[config.mk]
export PLATFORM = sky130hd
export DESIGN_NAME = hdmi_packet_scheduler
export DESIGN_NICKNAME = d
export VERILOG_FILES = /design/src/rtl/hdmi_packet_scheduler.sv
export SDC_FILE = /design/constraint.sdc
export NUM_CORES = 1
export LEC_CHECK = 0
export ABC_CLOCK_PERIOD_IN_PS = 9110
export BUFFER_PORTS_ARGS = -buffer_cell sky130_fd_sc_hd__buf_2
export CORE_AREA = 3 3 493 495
export CTS_CLUSTER_SIZE = 20
export DETAILED_ROUTE_END_ITERATION = 7
export DIE_AREA = 0 0 496 498
export PLACE_DENSITY_LB_ADDON = 0.25
export SLEW_MARGIN = 30
export SYNTH_ARGS = -nofsm -noshare
export SYNTH_HDL_FRONTEND = slang
export SYNTH_SLANG_ARGS = --single-unit
[constraint.sdc]
create_clock -name clk_pixel -period 9.11 [get_ports clk_pixel]
set_input_delay 1.3665 -clock clk_pixel [delete_from_list [all_inputs] [get_ports clk_pixel]]
set_output_delay 1.3665 -clock clk_pixel [all_outputs]
set_load 0.02 [all_outputs]
[src/rtl/hdmi_packet_scheduler.sv]
// hdmi_packet_scheduler: grants 32-pixel HDMI data-island packet slots round-robin, null-filling idle slots.
// Define HDMI_SCHED_GUARD_EN to frame each island with 2-cycle leading/trailing guard bands.
module hdmi_packet_scheduler #(
  parameter int NUM_REQ     = 4,
  parameter int MAX_PACKETS = 18,
  parameter int LEN_W       = 5
) (
  input  logic                   clk_pixel,
  input  logic                   reset,
  input  logic                   island_start,
  input  logic [LEN_W-1:0]       island_len,
  input  logic                   island_abort,
  input  logic [NUM_REQ-1:0]     req_valid,
  input  logic [NUM_REQ*24-1:0]  req_header,
  input  logic [NUM_REQ*224-1:0] req_sub,
  output logic [NUM_REQ-1:0]     req_ack,
  output logic                   data_island_period,
  output logic                   guard_band,
  output logic [23:0]            header,
  output logic [223:0]           sub_flat,
  output logic [4:0]             slot_counter,
  output logic                   busy
);

  localparam int PTR_W = (NUM_REQ > 1) ? $clog2(NUM_REQ) : 1;
  localparam int CNT_W = $clog2(MAX_PACKETS + 1);

  typedef enum logic [1:0] {IDLE, LEAD, ACTIVE, TRAIL} state_t;

  state_t           state;
  logic [PTR_W-1:0] rr_ptr;
  logic [CNT_W-1:0] slots_left;
  logic             abort_hold;
`ifdef HDMI_SCHED_GUARD_EN
  logic             guard_phase;
`endif

  logic [CNT_W-1:0]   len_m1;
  logic [23:0]        hdr_arr [NUM_REQ];
  logic [223:0]       sub_arr [NUM_REQ];
  logic               pick_found;
  logic [PTR_W-1:0]   pick_idx;
  logic [PTR_W-1:0]   pick_ptr;
  logic [NUM_REQ-1:0] pick_ack;
  logic [23:0]        pick_header;
  logic [223:0]       pick_sub;
  int unsigned        cand;
  logic               slot_end;
  logic               island_done;

  for (genvar g = 0; g < NUM_REQ; g++) begin : g_unpack
    assign hdr_arr[g] = req_header[24*g +: 24];
    assign sub_arr[g] = req_sub[224*g +: 224];
  end

  // Slot count minus one; over-long islands are clamped to MAX_PACKETS.
  always_comb begin
    if (32'(island_len) > 32'(MAX_PACKETS)) len_m1 = CNT_W'(MAX_PACKETS - 1);
    else                                    len_m1 = CNT_W'(32'(island_len) - 32'd1);
  end

  // Round-robin search starting at rr_ptr, wrapping modulo NUM_REQ.
  always_comb begin
    pick_found = 1'b0;
    pick_idx   = '0;
    cand       = 0;
    for (int unsigned k = 0; k < NUM_REQ; k++) begin
      cand = 32'(rr_ptr) + k;
      if (cand >= 32'(NUM_REQ)) cand = cand - 32'(NUM_REQ);
      if (!pick_found && req_valid[PTR_W'(cand)]) begin
        pick_found = 1'b1;
        pick_idx   = PTR_W'(cand);
      end
    end
    pick_ack    = '0;
    pick_header = '0;
    pick_sub    = '0;
    pick_ptr    = rr_ptr;
    if (pick_found) begin
      pick_ack[pick_idx] = 1'b1;
      pick_header        = hdr_arr[pick_idx];
      pick_sub           = sub_arr[pick_idx];
      pick_ptr           = (pick_idx == PTR_W'(NUM_REQ - 1)) ? '0 : pick_idx + 1'b1;
    end
  end

  assign slot_end    = (slot_counter == 5'd31);
  assign island_done = (slots_left == '0) || abort_hold || island_abort;

`ifndef HDMI_SCHED_GUARD_EN
  assign guard_band = 1'b0;
`endif

  always_ff @(posedge clk_pixel or posedge reset) begin
    if (reset) begin
      state              <= IDLE;
      rr_ptr             <= '0;
      slots_left         <= '0;
      abort_hold         <= 1'b0;
      req_ack            <= '0;
      data_island_period <= 1'b0;
      header             <= '0;
      sub_flat           <= '0;
      slot_counter       <= '0;
      busy               <= 1'b0;
`ifdef HDMI_SCHED_GUARD_EN
      guard_band         <= 1'b0;
      guard_phase        <= 1'b0;
`endif
    end else begin
      req_ack <= '0;
      case (state)
        IDLE: begin
          if (island_start && island_len != '0) begin
            slots_left <= len_m1;
            abort_hold <= 1'b0;
            busy       <= 1'b1;
`ifdef HDMI_SCHED_GUARD_EN
            state       <= LEAD;
            guard_band  <= 1'b1;
            guard_phase <= 1'b0;
`else
            state              <= ACTIVE;
            data_island_period <= 1'b1;
            slot_counter       <= '0;
            req_ack            <= pick_ack;
            header             <= pick_header;
            sub_flat           <= pick_sub;
            rr_ptr             <= pick_ptr;
`endif
          end
        end
`ifdef HDMI_SCHED_GUARD_EN
        // First slot is arbitrated on the final lead cycle so it starts with the island.
        LEAD: begin
          guard_phase <= ~guard_phase;
          if (guard_phase) begin
            state              <= ACTIVE;
            guard_band         <= 1'b0;
            data_island_period <= 1'b1;
            slot_counter       <= '0;
            req_ack            <= pick_ack;
            header             <= pick_header;
            sub_flat           <= pick_sub;
            rr_ptr             <= pick_ptr;
          end
        end
`endif
        ACTIVE: begin
          slot_counter <= slot_counter + 5'd1;
          if (island_abort) abort_hold <= 1'b1;
          if (slot_end) begin
            if (island_done) begin
              data_island_period <= 1'b0;
              header             <= '0;
              sub_flat           <= '0;
`ifdef HDMI_SCHED_GUARD_EN
              state       <= TRAIL;
              guard_band  <= 1'b1;
              guard_phase <= 1'b0;
`else
              state <= IDLE;
              busy  <= 1'b0;
`endif
            end else begin
              slots_left <= slots_left - 1'b1;
              req_ack    <= pick_ack;
              header     <= pick_header;
              sub_flat   <= pick_sub;
              rr_ptr     <= pick_ptr;
            end
          end
        end
`ifdef HDMI_SCHED_GUARD_EN
        TRAIL: begin
          guard_phase <= ~guard_phase;
          if (guard_phase) begin
            state      <= IDLE;
            guard_band <= 1'b0;
            busy       <= 1'b0;
          end
        end
`endif
        default: state <= IDLE;
      endcase
    end
  end

endmodule

=== Word-level counts from Yosys, hierarchy flattened ===
Cells that the tools add are included.

* Bits in registers: 268
* Logic and storage cells: 128

* Add/sub/neg operators: 11
* $lt $le $gt $ge: 12
* Equal/unequal tests: 8
* Muxes and demuxes: 67
* Bitwise logic cells: 1
* Reduce and logical (&&, ||, !) cells: 20

{| class="wikitable"
|+ Operators by type and width
! cell !! count
|-
| 224-bit 2-to-1 mux || 6
|-
| 224-bit binary-select mux with 2-bit select || 1
|-
| 224-bit one-hot mux with 2 select lines || 1
|-
| 24-bit 2-to-1 mux || 6
|-
| 24-bit binary-select mux with 2-bit select || 1
|-
| 24-bit one-hot mux with 2 select lines || 1
|-
| 2-bit 2-to-1 mux || 16
|-
| 5-bit 2-to-1 mux || 5
|-
| 5-bit one-hot mux with 2 select lines || 2
|-
| 4-bit 2-to-1 mux || 4
|-
| 2-bit by 3-bit < comparator with 1-bit output (second input constant) || 5
|-
| 1-bit 2-to-1 mux || 14
|-
| 3-bit greater-or-equal comparator (second input constant) || 4
|-
| 2-bit inequality test (second input constant) || 5
|-
| 5-bit by 1-bit subtractor with 5-bit output (second input constant) || 2
|-
| 3-bit AND reduction || 3
|-
| 1-bit binary-select mux with 2-bit select || 4
|-
| 2-bit one-hot mux with 2 select lines || 2
|-
| 4-bit one-hot mux with 2 select lines || 1
|-
| 4-bit AND reduction || 2
|-
| 2-bit by 1-bit subtractor with 2-bit output (second input constant) || 4
|-
| 2-bit by 2-bit adder with 3-bit output (second input constant) || 2
|-
| 5-bit by 1-bit adder with 5-bit output (second input constant) || 1
|-
| 5-bit equality test (second input constant) || 1
|-
| 17 further kinds || 26
|}

=== Depth between registers and ports, before layout ===
Gate-level depths: netlist of the first run.

* Depth after elaboration: 22
* Depth in mapped cells: 10

=== Worst setup path before layout of the first run ===
Ideal clock, no wire load.

* Path type: input port to flip-flop
* Start point: input island_len[0]
* End point: register sub_flat[190]
* Setup time: 0.132 ns
* Arrival time: 3.080 ns
* Required time: 8.978 ns
* Path slack: 5.898 ns
* Cell stages on the path: 8
* Buffers on the path: 2
* Cell sequence: inv_1 ha_1 or4b_4 a32oi_4 or3_1 buf_6 clkbuf_1 o21ai_1

* Word-level cells in the longest chain between the ends: 4

{| class="wikitable"
|+ RTL lines
! element !! line !! text
|-
| start: declaration || 11 || <nowiki>input logic [LEN_W-1:0] island_len,</nowiki>
|-
| 5-bit nonzero test || 114 || <nowiki>if (island_start && island_len != '0) begin</nowiki>
|-
| 1-bit logical AND || 114 ||
|-
| 2-bit inequality test (no source line) || -- ||
|-
| 3-bit AND reduction (no source line) || -- ||
|-
| end signal: assignment || 128 || <nowiki>sub_flat <= pick_sub;</nowiki>
|-
| end signal: assignment || 169 || <nowiki>sub_flat <= pick_sub;</nowiki>
|-
| end: declaration || 20 || <nowiki>output logic [223:0] sub_flat,</nowiki>
|}

No other way between the ends.
A chain may end at the register's enable or synchronous reset.

=== Worst setup path after layout of the first run ===
* Start point: input island_len[0]
* End point: register sub_flat[96]

The elaborated chain is that of the path after synthesis.

==> qor.yml, run 1 <==
setup_path:
  cpPeakStageDelay_ps: 770
  critical_path_class: "primary input to flip-flop"
  startpoint: "island_len[0]"
  crit_chain: "buf_2, inv_1, ha_1, or4b_4, a21oi_1, or2_4, buf_4, a22oi_1, o21ai_1"
  rr_startpoint: "busy"
  cp-start-kind: "primary input"
  crit_path_end_kind: "flip-flop"
  critPathRequiredTime_ps: 9640
  r2r_setup_slack_ps: 5420
  crit_family: "simple AND/OR/NAND/NOR gates"
  ff2ff_path_depth: 7
  critPathSlowestCell: "buf_4"
  reg2reg_to: "sub_flat[62]"
  crit_fanout: 66
  crit_buf_inv: 3
  crit_arrival_ps: 4490
logic_synthesis:
  async_flop_share: 1.00
  ys_seq_area_frac: 0.484
  synth-edff-count: 0
  ys_types: 46
  synth_flop_cell: "dfrtp_1"
  syn_inst: 1281
  synth_nets: 2292
  syn_area_um2: 13800
  ys_ff_latch: 266
  ys.warnings.count: 0
  syn_area_per_cell_um2: 10.7
grt:
  grt_overflow: 0
  grt_max_degree: 105
  globalRouteTotalUtil: 0.121
  grt_pass1_wl_um: 196000
  grt_pass1_vias: 18600
  antenna_found_initial: 145
sta:
  slew_viol_final: 0
  fin_crit_sh: 0.434
  fin_crit_ps: 3960
  setup_violations: 0
  clock_skew_ps: 39.4
  rsz0062_at_grt: "false"
  fin_setup_tns_ps: 0
  fin_ws_ps: 5150
  worst_pin_slew_ps: 1020
  fmax_mhz: 253
  final_hold_viol_count: 0
  slew_headroom: 0.318
floorplan:
  die_w_um: 496
  die_y_um: 498
  die_area_um2: 247000
  std_cell_rows: 179
  start_util: 0.0578
  core_area_um2: 238000
  io_pins: 1265
routing:
  num_vias: 18900
  drc: 12
  wl_per_cell_um: 27.9
  drt_iter0_markers: 2486
  via_per_inst: 3.34
  ant_nets: 0
  routed_wirelength_um: 158000
  drt_first_pass_iters: 8
placed_design:
  globalplace.congestion: 0.894
  hpwlAfterDp_um: 134000
  portBuffers: 1263
  place_ws_ps: 4470
clock_tree:
  cts_htree_levels: 2
  ctsHoldBuffers: 0
  cts_tree: "built"
  clock_sinks: 266
  ctsResizeCount: 0
  cts_root_buf: "clkbuf_16"
  numCtsBuffers: 41
  clockBufferDepth: 3
  path_clk_slew_ps: 50
  post_cts_buffers: 0
  clk_latency_ps: 630
cells_and_area:
  layout_commonest_cell: "buf_2"
  final_nets: 3453
  postLayoutCoreUtil: 0.105
  syn_to_final_growth_pct: 81.2
  final_cell_mix: "buf_2 (1264), dfrtp_1 (266), a222oi_1 (248), a22oi_1 (248), o21ai_1 (211)"
  drive_gt1_frac: 0.552
outcome:
  violations: "design-rule violations"
  status: "complete, but fails checks"
worst_hold_path:
  hp-class: "flip-flop to flip-flop"
  hold_depth: 2
  worstHoldEndpoint: "sub_flat[213]"
  hp-start: "sub_flat[213]"
power_and_ir_drop:
  leakagePower_nw: 11.1
  vdd_ir_drop_max_mv: 0.0950
  p_total_mw: 6.76
  power_density_nw_per_um2: 271
job:
  max_cap_viol_count: 0
## where the power goes
group / internal, mW / leakage, nW / total (mW) / switching, mW
Clock: 1.00 / 0.658 / 1.69 / 0.690
Combinational: 0.969 / 6.82 / 3.12 / 2.15
Sequential: 1.61 / 3.65 / 1.94 / 0.327
## kinds of logic (layout without fill, tap and decap cells)
group,count (synthesis),in the layout,share of synthesized area
AOI/OAI and AO/OA,779,779,0.425
xor gates and xnor gates,4,4,0.00255
adders and majority gates,6,6,0.00545
buffers and inverters,185,1375,0.0656
DFF,266,266,0.484
muxes,1,1,0.000727
other,1,27,0.000272
and+or+nand+nor,39,39,0.0169
## how the worst max path moves through the flow
stage,slack (ps),depth (start not counted),endpoint
6_report,5150,9,sub_flat[96]
5_1_grt,5000,9,sub_flat[115]
4_1_cts,5200,9,sub_flat[115]
3_5_place_dp,4470,8,sub_flat[215]
3_3_place_gp,4500,8,sub_flat[215]
2_1_floorplan,420,1,abort_hold
## per-stage QoR
step | cells | hold slack [ps] | instance area (um^2)
6_report | 5664 | 501 | 24900
5_1_grt | 5657 | 518 | 24900
4_1_cts | 5638 | 504 | 24900
3_5_place_dp | 5566 | 488 | 23500
3_3_place_gp | 5565 | 490 | 23500
2_1_floorplan | 1281 | 475 | 13800
## synth_stat cells (all sizes together), types with 3 or more instances
master  number  area, um^2
nand2       10        37.5
a22oi      248        1860
nor3         4        20.0
a21oi       10        50.1
nor2b        4        25.0
ha           6        75.1
a222oi     248        2480
nor2         7        26.3
dfrtp      266        6660
a32oi        3        45.1
o21ai      255        1280
buf         63         415
inv         12        45.0
xor2         4        35.0
clkbuf     110         442
## layer usage
metal	GRT usage	wire [um]	vias up
met2	0.217	78700	1307
met1	0.123	54700	9254
met4	0.0402	6180	86
met5	0	558	-
met3	0.0554	18100	347
li1	-	-	7917
## final cells by class
cell class / instances / area, um^2
fillers: 27800 / 213000
flip-flops and latches: 266 / 6660
repair buffers: 1291 / 6600
multi-input cells: 830 / 6250
well taps: 3167 / 3960
clock buffers: 60 / 1180
clock inverters: 12 / 176
diodes: 26 / 65.1
inverters: 12 / 52.6
## registers in the layout (all words and copies together), names as in the netlist
register      cells
sub_flat        224
req_ack           4
slot_counter      5
abort_hold        1
header           24
slots_left        5
rr_ptr            2
busy              1
## worst register-to-register path, cell delays in order (launching register included)
cell,delay (ps)
dfrtp_1,780
nor3b_2,400
a32oi_4,120
nor4_4,590
buf_4,550
buf_4,700
a22oi_1,290
o21ai_1,130
No activity file was read; power rests on OpenSTA's default activity.
==> run 2, diff against run 1 <==
--- a/config.mk
+++ b/config.mk
@@ -5,12 +5,12 @@
 export SDC_FILE = /design/constraint.sdc
 export NUM_CORES = 1
 export LEC_CHECK = 0
-export ABC_CLOCK_PERIOD_IN_PS = 9110
+export ABC_CLOCK_PERIOD_IN_PS = 3810
 export BUFFER_PORTS_ARGS = -buffer_cell sky130_fd_sc_hd__buf_2
-export CORE_AREA = 3 3 493 495
+export CORE_AREA = 3 3 495 497
 export CTS_CLUSTER_SIZE = 20
 export DETAILED_ROUTE_END_ITERATION = 7
-export DIE_AREA = 0 0 496 498
+export DIE_AREA = 0 0 498 500
 export PLACE_DENSITY_LB_ADDON = 0.25
 export SLEW_MARGIN = 30
 export SYNTH_ARGS = -nofsm -noshare
==> constraint.sdc (replaced) <==
create_clock -name clk_pixel -period 3.81 [get_ports clk_pixel]
set_input_delay 0.5715 -clock clk_pixel [delete_from_list [all_inputs] [get_ports clk_pixel]]
set_output_delay 0.5715 -clock clk_pixel [all_outputs]
set_load 0.02 [all_outputs]
==> qor.yml, run 2 (synthesized netlist as in run 1, its figures left out) <==
clock_tree:
  cts_tree: "built"
  ctsResizeCount: 0  # unchanged
  clk_latency_ps: 630  # about the same
  post_cts_buffers: 0  # unchanged
  clockBufferDepth: 3  # unchanged
  path_clk_slew_ps: 60  # about the same
  numCtsBuffers: 40  # -2.4%
  ctsHoldBuffers: 0  # unchanged
  cts_root_buf: "clkbuf_16"
  cts_htree_levels: 2  # unchanged
  clock_sinks: 266  # unchanged
sta:
  fmax_mhz: 338
  fin_crit_sh: 0.777
  final_hold_viol_count: 0  # unchanged
  worst_pin_slew_ps: 985  # -38.3 ps
  slew_viol_final: 0  # unchanged
  slew_headroom: 0.343  # +0.0255
  setup_violations: 0  # unchanged
  whs_ps: 32.3  # -469 ps
  rsz0062_at_grt: "false"
  fin_crit_ps: 2960
  clock_skew_ps: 37.5  # -1.86 ps
  fin_setup_tns_ps: 0  # unchanged
power_and_ir_drop:
  internal-power_mw: 8.48  # +140%
  vdd_ir_drop_max_mv: 0.328  # +250%
  share_seq_of_total_power: 0.295  # +0.008
  power_density_nw_per_um2: 626  # +130%
  clkPwrFrac: 0.237  # -0.014
  p_comb_frac: 0.469  # +0.007
  leakagePower_nw: 11.4  # +2.7%
  switching_power_mw: 7.51  # +140%
  p_sw_frac: 0.470  # about the same
  p_total_mw: 16.0  # +140%
floorplan:
  die_w_um: 498  # +0.40%
  die_y_um: 500  # +0.40%
  die_area_um2: 249000  # +0.81%
  core_area_um2: 241000  # +1.0%
  std_cell_rows: 180  # +0.56%
  start_util: 0.0572  # -0.000589
  io_pins: 1265  # unchanged
grt:
  grt_max_degree: 101  # -3.8%
  globalRouteTotalUtil: 0.118  # -0.00322
  grt_pass1_wl_um: 196000  # -0.23%
  antenna_found_initial: 142  # -2.1%
  grt_overflow: 0  # unchanged
  grt_pass1_vias: 19500  # +5.3%
cells_and_area:
  final_nets: 3512  # +1.7%
  fill_cells: 28000  # +0.96%
  layout_commonest_cell: "buf_2"
  reg_top3: "sub_flat: 224 flops, header: 24 flops"
  final_cell_mix: "buf_2 (1265), dfrtp_1 (266), a222oi_1 (248), a22oi_1 (248), o21ai_1 (211)"
  postLayoutCoreUtil: 0.106  # +0.00146
  final_cells: 5769  # +1.9%
  drive_gt1_frac: 0.562  # +0.0103
  top_register: "sub_flat"
  largest_reg_flops: 224  # unchanged
  syn_to_final_growth_pct: 85.6
routing:
  ant_nets: 0  # unchanged
  drt_iter0_markers: 2264  # -8.9%
  routed_wirelength_um: 155000  # -2.3%
  drc: 25  # +13
  num_vias: 19200  # +1.3%
  via_per_inst: 3.32  # -0.52%
  wl_per_cell_um: 26.8  # -4.1%
  drt_first_pass_iters: 8  # unchanged
setup_path:
  cpPeakStageDelay_ps: 790  # +20 ps
  crit_arrival_ps: 3500  # -990 ps
  critical_path_class: "flip-flop to flip-flop"
  critPathSlowestCell: "dfrtp_1"
  critPathRequiredTime_ps: 4350  # -5290 ps
  crit_path_end_kind: "flip-flop"
  crit_chain: "nor3b_2, a32oi_4, nor4_4, buf_4, buf_12, a22oi_1, o21ai_1"
  cp-start-kind: "flip-flop"
  crit_fanout: 63  # -4.5%
outcome:
  status: "complete, but fails checks"
  violations: "design-rule violations"
placed_design:
  hpwlAfterDp_um: 133000  # -0.88%
  placed_cells: 5644  # +1.4%
  portBuffers: 1263  # unchanged
  globalplace.congestion: 0.965  # +8.0%
job:
  max_cap_viol_count: 0  # unchanged
worst_hold_path:
  hp-class: "primary input to async pin"
run 2: cell types whose count changed in the layout (fill, tap and decap cells not counted), moves of 5 or more:
cell / before / now
buf_12: 5 / 20
buf_4: 20 / 66
clkbuf_8: 8 / 3
clkinv_2: 3 / 9
diode_2: 26 / 55
run 2: area by class of cell:
type / instances / area, um^2 / share of cell area
clock inverter: 17 / 155 / 0.00607
sequential: 266 / 6660 / 0.261
tap: 3185 / 3990 / 0.156
antenna: 55 / 138 / 0.00539
clock buffer: 53 / 1100 / 0.0431
timing repair buffer: 1351 / 7230 / 0.283
inverter: 12 / 48.8 / 0.00191
multi-input combinational: 830 / 6230 / 0.244
run 2: worst paths after layout:
check | depth (start not counted) | endpoint | from | slack [ps]
setup / recovery | 7 | sub_flat[73] | busy | 850
hold reg to reg | 2 | header[6] | header[6] | 500
min in group clk_pixel | 3 | sub_flat[216] | req_sub[216] | 170
max in group asynchronous | 4 | sub_flat[97] | reset | 2700
hold / removal | 2 | sub_flat[12] | reset | 30
setup reg to reg | 7 | sub_flat[73] | busy | 850
run 2: power groups by stage:
stage	combinational, mW	sequential [mW]	clock (mW)
after global placement	7.73	4.76	0
final	7.49	4.71	3.78
after floorplan	2.41	5.69	0
after detailed placement	7.74	4.75	0
after global routing	8.09	4.84	4.07
after CTS	7.75	4.73	4.01
run 2: routing by layer:
layer	global-route usage	wire length, um
met4	0.0541	8170
met2	0.207	75800
met3	0.0499	15600
met5	0	577
met1	0.121	54500
run 2: per-stage QoR:
step                setup WS (ps)  cell area (um^2)
floorplan                    -273             13800
global placement              726             24100
detailed placement            724             24200
CTS                           838             25400
global route                  711             25500
finish                        848             25500
run 2: critical path: cells and delay by family, from the launching register on:
kind            cells  cell delay, ps
buf+inv             2             780
simple gates        2             790
flops               1             790
compound gates      3             370
